--- config.mk ---
export PLATFORM = sky130hd
export DESIGN_NAME = nested_loop_sched
export DESIGN_NICKNAME = d
export VERILOG_FILES = /design/src/rtl/nested_loop_sched_pkg.sv /design/src/rtl/nested_loop_sched_counter.sv /design/src/rtl/nested_loop_sched.sv
export SDC_FILE = /design/constraint.sdc
export NUM_CORES = 1
export LEC_CHECK = 0
export CORE_MARGIN = 4
export CORE_UTILIZATION = 30
export CTS_CLUSTER_DIAMETER = 40
export CTS_CLUSTER_SIZE = 16
export DETAILED_ROUTE_END_ITERATION = 6
export PLACE_DENSITY = 0.52
export SETUP_SLACK_MARGIN = 0.5
export SLEW_MARGIN = 20
export SYNTH_ARGS = -nofsm -noshare
export SYNTH_HDL_FRONTEND = slang
export SYNTH_SLANG_ARGS = --single-unit
--- constraint.sdc ---
create_clock -name clk -period 2.96 [get_ports clk]
set_input_delay 0.592 -clock clk [delete_from_list [all_inputs] [get_ports clk]]
set_output_delay 0.592 -clock clk [all_outputs]
set_load 0.005 [all_outputs]
--- src/rtl/nested_loop_sched_pkg.sv ---
// ----------------------------------------------------------------------------
// loop_pkg
// Shared definitions for the two-level loop sequencer:
//   - W_DEFAULT : default width of trip counts, indices and act registers
//   - ST_*      : state encoding constants
//   - state_t   : FSM state type built on those constants
// No ports; imported by nested_loop_sched and loop_counter.
// ----------------------------------------------------------------------------
package loop_pkg;

    localparam int W_DEFAULT = 8;

    localparam logic [1:0] ST_IDLE   = 2'd0;
    localparam logic [1:0] ST_OUTER  = 2'd1;
    localparam logic [1:0] ST_INNER  = 2'd2;
    localparam logic [1:0] ST_FINISH = 2'd3;

    typedef enum logic [1:0] {
        IDLE   = ST_IDLE,
        OUTER  = ST_OUTER,
        INNER  = ST_INNER,
        FINISH = ST_FINISH
    } state_t;

endpackage

--- src/rtl/nested_loop_sched_counter.sv ---
// ----------------------------------------------------------------------------
// loop_counter
// W-bit up counter used for one loop index.
// Ports:
//   clk, rst_n : clock and asynchronous active-low reset
//   clr        : synchronous clear to 0 (has priority over en)
//   en         : increment by one
//   limit      : trip count the index runs against
//   count      : current index value (registered)
//   last       : count == limit-1, full-width compare
// ----------------------------------------------------------------------------
module loop_counter
    import loop_pkg::*;
#(
    parameter int W = W_DEFAULT
) (
    input  logic         clk,
    input  logic         rst_n,
    input  logic         clr,
    input  logic         en,
    input  logic [W-1:0] limit,
    output logic [W-1:0] count,
    output logic         last
);

    logic [W-1:0] limit_m1;

    assign limit_m1 = limit - {{(W-1){1'b0}}, 1'b1};
    assign last     = (count == limit_m1);

    always_ff @(posedge clk or negedge rst_n) begin
        if (!rst_n) begin
            count <= '0;
        end else if (clr) begin
            count <= '0;
        end else if (en) begin
            count <= count + {{(W-1){1'b0}}, 1'b1};
        end
    end

endmodule

--- src/rtl/nested_loop_sched.sv ---
// ----------------------------------------------------------------------------
// nested_loop_sched
// Programmable two-level loop sequencer. A start in IDLE latches the outer
// (N) and inner (M) trip counts, then the engine emits one OUTER cycle per
// outer iteration followed by M INNER cycles, and a single FINISH cycle with
// done. act2 counts outer iterations, act1 copies act2 on every inner cycle.
// Ports:
//   clk, rst_n           : clock, asynchronous active-low reset
//   start                : run request, sampled only in IDLE
//   abort                : early termination, sampled in OUTER/INNER
//   cfg_outer, cfg_inner : trip counts N and M, latched on accepted start
//   busy                 : high from the cycle after start through FINISH
//   done, aborted        : FINISH pulse and its abort qualifier
//   cfg_err              : one-cycle pulse for a start with a zero count
//   outer_stb, inner_stb : per-iteration strobes
//   x_idx, y_idx         : outer and inner indices
//   act1, act2           : demonstration registers
// Handshake: start/abort are level samples taken on the rising edge in the
// states listed above; everything else is ignored. All outputs are registers
// or decodes of the registered state.
// ----------------------------------------------------------------------------
module nested_loop_sched
    import loop_pkg::*;
#(
    parameter int W = W_DEFAULT
) (
    input  logic         clk,
    input  logic         rst_n,
    input  logic         start,
    input  logic         abort,
    input  logic [W-1:0] cfg_outer,
    input  logic [W-1:0] cfg_inner,
    output logic         busy,
    output logic         done,
    output logic         aborted,
    output logic         cfg_err,
    output logic         outer_stb,
    output logic         inner_stb,
    output logic [W-1:0] x_idx,
    output logic [W-1:0] y_idx,
    output logic [W-1:0] act1,
    output logic [W-1:0] act2
);

    state_t       state;
    logic [W-1:0] n_q;
    logic [W-1:0] m_q;
    logic [W-1:0] act1_q;
    logic [W-1:0] act2_q;
    logic         cfg_err_q;
    logic         aborted_q;

    logic         accept;
    logic         x_last;
    logic         y_last;
    logic         x_en;
    logic         y_clr;
    logic         y_en;

    assign accept = (state == IDLE) && start &&
                    (cfg_outer != '0) && (cfg_inner != '0);

    // x advances only when the inner loop wraps and more outer iterations
    // remain; y is rewound at the start of every outer iteration.
    assign x_en  = (state == INNER) && y_last && !x_last;
    assign y_clr = accept || (state == OUTER);
    assign y_en  = (state == INNER) && !y_last;

    loop_counter #(.W(W)) u_x_cnt (
        .clk   (clk),
        .rst_n (rst_n),
        .clr   (accept),
        .en    (x_en),
        .limit (n_q),
        .count (x_idx),
        .last  (x_last)
    );

    loop_counter #(.W(W)) u_y_cnt (
        .clk   (clk),
        .rst_n (rst_n),
        .clr   (y_clr),
        .en    (y_en),
        .limit (m_q),
        .count (y_idx),
        .last  (y_last)
    );

    always_ff @(posedge clk or negedge rst_n) begin
        if (!rst_n) begin
            state     <= IDLE;
            n_q       <= '0;
            m_q       <= '0;
            act1_q    <= '0;
            act2_q    <= '0;
            cfg_err_q <= 1'b0;
            aborted_q <= 1'b0;
        end else begin
            cfg_err_q <= 1'b0;
            case (state)
                IDLE: begin
                    if (start) begin
                        if (accept) begin
                            n_q       <= cfg_outer;
                            m_q       <= cfg_inner;
                            act1_q    <= '0;
                            act2_q    <= '0;
                            aborted_q <= 1'b0;
                            state     <= OUTER;
                        end else begin
                            cfg_err_q <= 1'b1;
                        end
                    end
                end
                OUTER: begin
                    act2_q <= act2_q + {{(W-1){1'b0}}, 1'b1};
                    if (abort) begin
                        aborted_q <= 1'b1;
                        state     <= FINISH;
                    end else begin
                        state <= INNER;
                    end
                end
                INNER: begin
                    act1_q <= act2_q;
                    // abort takes priority over normal completion
                    if (abort) begin
                        aborted_q <= 1'b1;
                        state     <= FINISH;
                    end else if (y_last && x_last) begin
                        aborted_q <= 1'b0;
                        state     <= FINISH;
                    end else if (y_last) begin
                        state <= OUTER;
                    end
                end
                FINISH: begin
                    aborted_q <= 1'b0;
                    state     <= IDLE;
                end
                default: begin
                    state <= IDLE;
                end
            endcase
        end
    end

    assign busy      = (state != IDLE);
    assign done      = (state == FINISH);
    assign outer_stb = (state == OUTER);
    assign inner_stb = (state == INNER);
    assign aborted   = aborted_q;
    assign cfg_err   = cfg_err_q;
    assign act1      = act1_q;
    assign act2      = act2_q;

endmodule

==> results.cfg <==
[place]
finalWeightedCongestion = 0.771
io_buffers = 57
pre_cts_slack_ns = 0.202
place_inst = 506
dp_hpwl_um = 5770

[setup_path]
crit_required_ns = 3.19
endpoint_kind = register
arrival_ns = 2.83
cp_max_fo = 4
crit_path_start_kind = register
r2r-end = u_x_cnt.count[2]
reg2regPathDepth = 7
critPathLaunch = m_q[1]
worst-setup-path-type = register to register
crit-reg2reg-launch = m_q[1]
r2r_slack_ns = 0.36

[clocking]
postCtsHoldBufs = 0
cts-root-buf = clkbuf_8
htree_num_levels = 2
clk_pin_slew_ns = 0.09
clock_sinks = 52
cts_buffers = 5
clkLatencyLatePin_ns = 0.31
cts_tree = built
clock_path_buffers = 2

[sta]
rsz0062_at_grt = yes
setup_viol = 0
maxSlewViolCount = 0
setup_slack_ns = 0.361
hold_viol = 0
max_slew.worst_pin.slew_ns = 0.697
holdWs_ns = 0.423
post-route-min-period_ns = 2.60
max_freq_mhz = 385
max-slew-margin-rel = 0.535
finalSetupTns_ns = 0
fin_crit_sh = 0.878
fin_worst_skew_ns = 0.0112

[drt]
vias = 2607
ant_nets = 0
via_per_inst = 4.94
wl_per_cell_um = 15.4
drt_iter0_markers = 97
wl_um = 8110
first_pass_iters = 5
drc = 0

[finish]
syn2layout_area_growth_pct = 38.1
utilization = 0.422
instances_no_fill = 528
diodes = 0
final_nets = 425
final_layout_size_suffix_gt1_frac = 0.180

[yosys]
syn_inst = 321
ys_seq_area_frac = 0.437
synth-edff-count = 0
netlist_top_cells_count = nand2_1 (60), dfrtp_1 (52), nor2_1 (16), a21oi_1 (14), xnor2_1 (14)
synth.avg_cell_area_um2 = 9.27
synth_seq_cells = 52
synth_fp_nets = 351
ys_async_sr_fraction = 1.00
synthAdderAreaFrac = 0.0421
synth-xor-area-share = 0.0706
synth_mux_area_frac = 0.0311
ys.flop_type = dfrtp_1
synth_top_family_by_area = simple AND/OR/NAND/NOR gates
yosysTopAreaCellShare = 0.437
yosysTopAreaCell = dfrtp_1
synth_simple_gate_area_frac = 0.248
ys_warn_count = 0
netlist_area_mm2 = 0.00298
synth.most_common_cell = nand2_1
synth_compound_area_frac = 0.140
synth.distinct_cells = 49
synthTopCellsByArea = dfrtp_1 (44%), nand2_1 (7.6%), ha_1 (4.2%)

[die]
die_h_um = 108
core_mm2 = 0.00973
boundaryPins = 58
rows = 36
dieArea_mm2 = 0.0116
die_x_um = 108
start_util = 0.306

[pwr]
p_leak_nw = 1.77
irDropWorstVdd_v = 0.000447
cellPowerDensity_mw_per_mm2 = 843

[min_path]
hold_class = primary input to async pin

[global_routing]
grt_overflow = 0
grt_pass1_wl_um = 13300
first_global_vias = 2554
grt_max_degree = 53
grt_antenna_before_repair = 0
grt_usage = 0.144

[status]
status = complete, no violations

[job]
cap_violations = 0
-- critical path, stage by stage, from the launching register on --
cell,delay (ns)
dfrtp_1,0.41
or4_4,0.55
or4_4,0.45
o311ai_4,0.09
a21oi_4,0.09
or4_4,0.50
or3_1,0.32
a21oi_1,0.13
-- repair_timing --
item / CTS / global route
resized for setup: 16 / 23
cloned: 0 / 0
pin swaps: 4 / 14
setup endpoints to repair: 19 / 30
setup buffers: 11 / 4
-- worst max path at each step --
| stage | endpoint | slack (ns) | cells after the start |
|---|---|---|---|
| floorplan | u_x_cnt.count[2] | 0.38 | 7 |
| global placement | aborted | 0.23 | 9 |
| detailed placement | aborted | 0.20 | 9 |
| CTS | u_x_cnt.count[2] | 0.33 | 7 |
| global route | u_x_cnt.count[2] | 0.29 | 8 |
| finish | u_x_cnt.count[2] | 0.36 | 7 |
-- flip-flops by register name, indices dropped and copies added (netlist names) --
signal,flops
act1,8
act2,8
m_q,8
n_q,8
u_x_cnt.count,8
u_y_cnt.count,8
state,2
aborted,1
cfg_err,1
-- power breakdown --
part	switching (mW)	internal, mW	leakage, nW
clock	0.230	0.162	0.0410
combinational	0.937	0.967	1.04
sequential	0.267	0.899	0.686
total	1.43	2.03	1.77
-- logic make-up after synthesis --
kind of cell	Yosys count
buffers and inverters	23
DFF	52
muxes	9
adders and majority gates	10
xor gates and xnor gates	24
AOI/OAI and AO/OA	59
and+or+nand+nor	144
-- final cells by class --
cell class	count	area [µm²]
clock buffer	6	72.6
clock inverter	1	5.00
fill	1005	5620
inverter	11	41.3
multi-input combinational	246	1780
sequential	52	1300
tap	133	166
timing repair buffer	79	734
-- layout by cell type (no fill, tap or decap), types with 10 or more instances in the layout --
cell type and count:
nand2_1 59, nand4_1 10, a21oi_1 10, nor2_1 16, clkdlybuf4s50_1 56, buf_4 21, xnor2_1 13, dfrtp_1 50
o21ai_0 11
-- routing by layer --
layer | part of all wire | vias to the layer above | GRT usage
met5 | 0 | - | 0
met4 | 0.010 | 0 | 0.0352
met3 | 0.032 | 6 | 0.0264
met2 | 0.47 | 56 | 0.226
met1 | 0.49 | 1265 | 0.203
li1 | - | 1280 | -
-- through the flow --
stage | cell area [µm²] | total power [mW]
floorplan | 3000 | 2.16
global placement | 3740 | 2.68
detailed placement | 3740 | 2.69
CTS | 3980 | 3.33
global route | 4110 | 3.76
finish | 4110 | 3.46
Note: power is estimated with default switching activity, not from simulation.
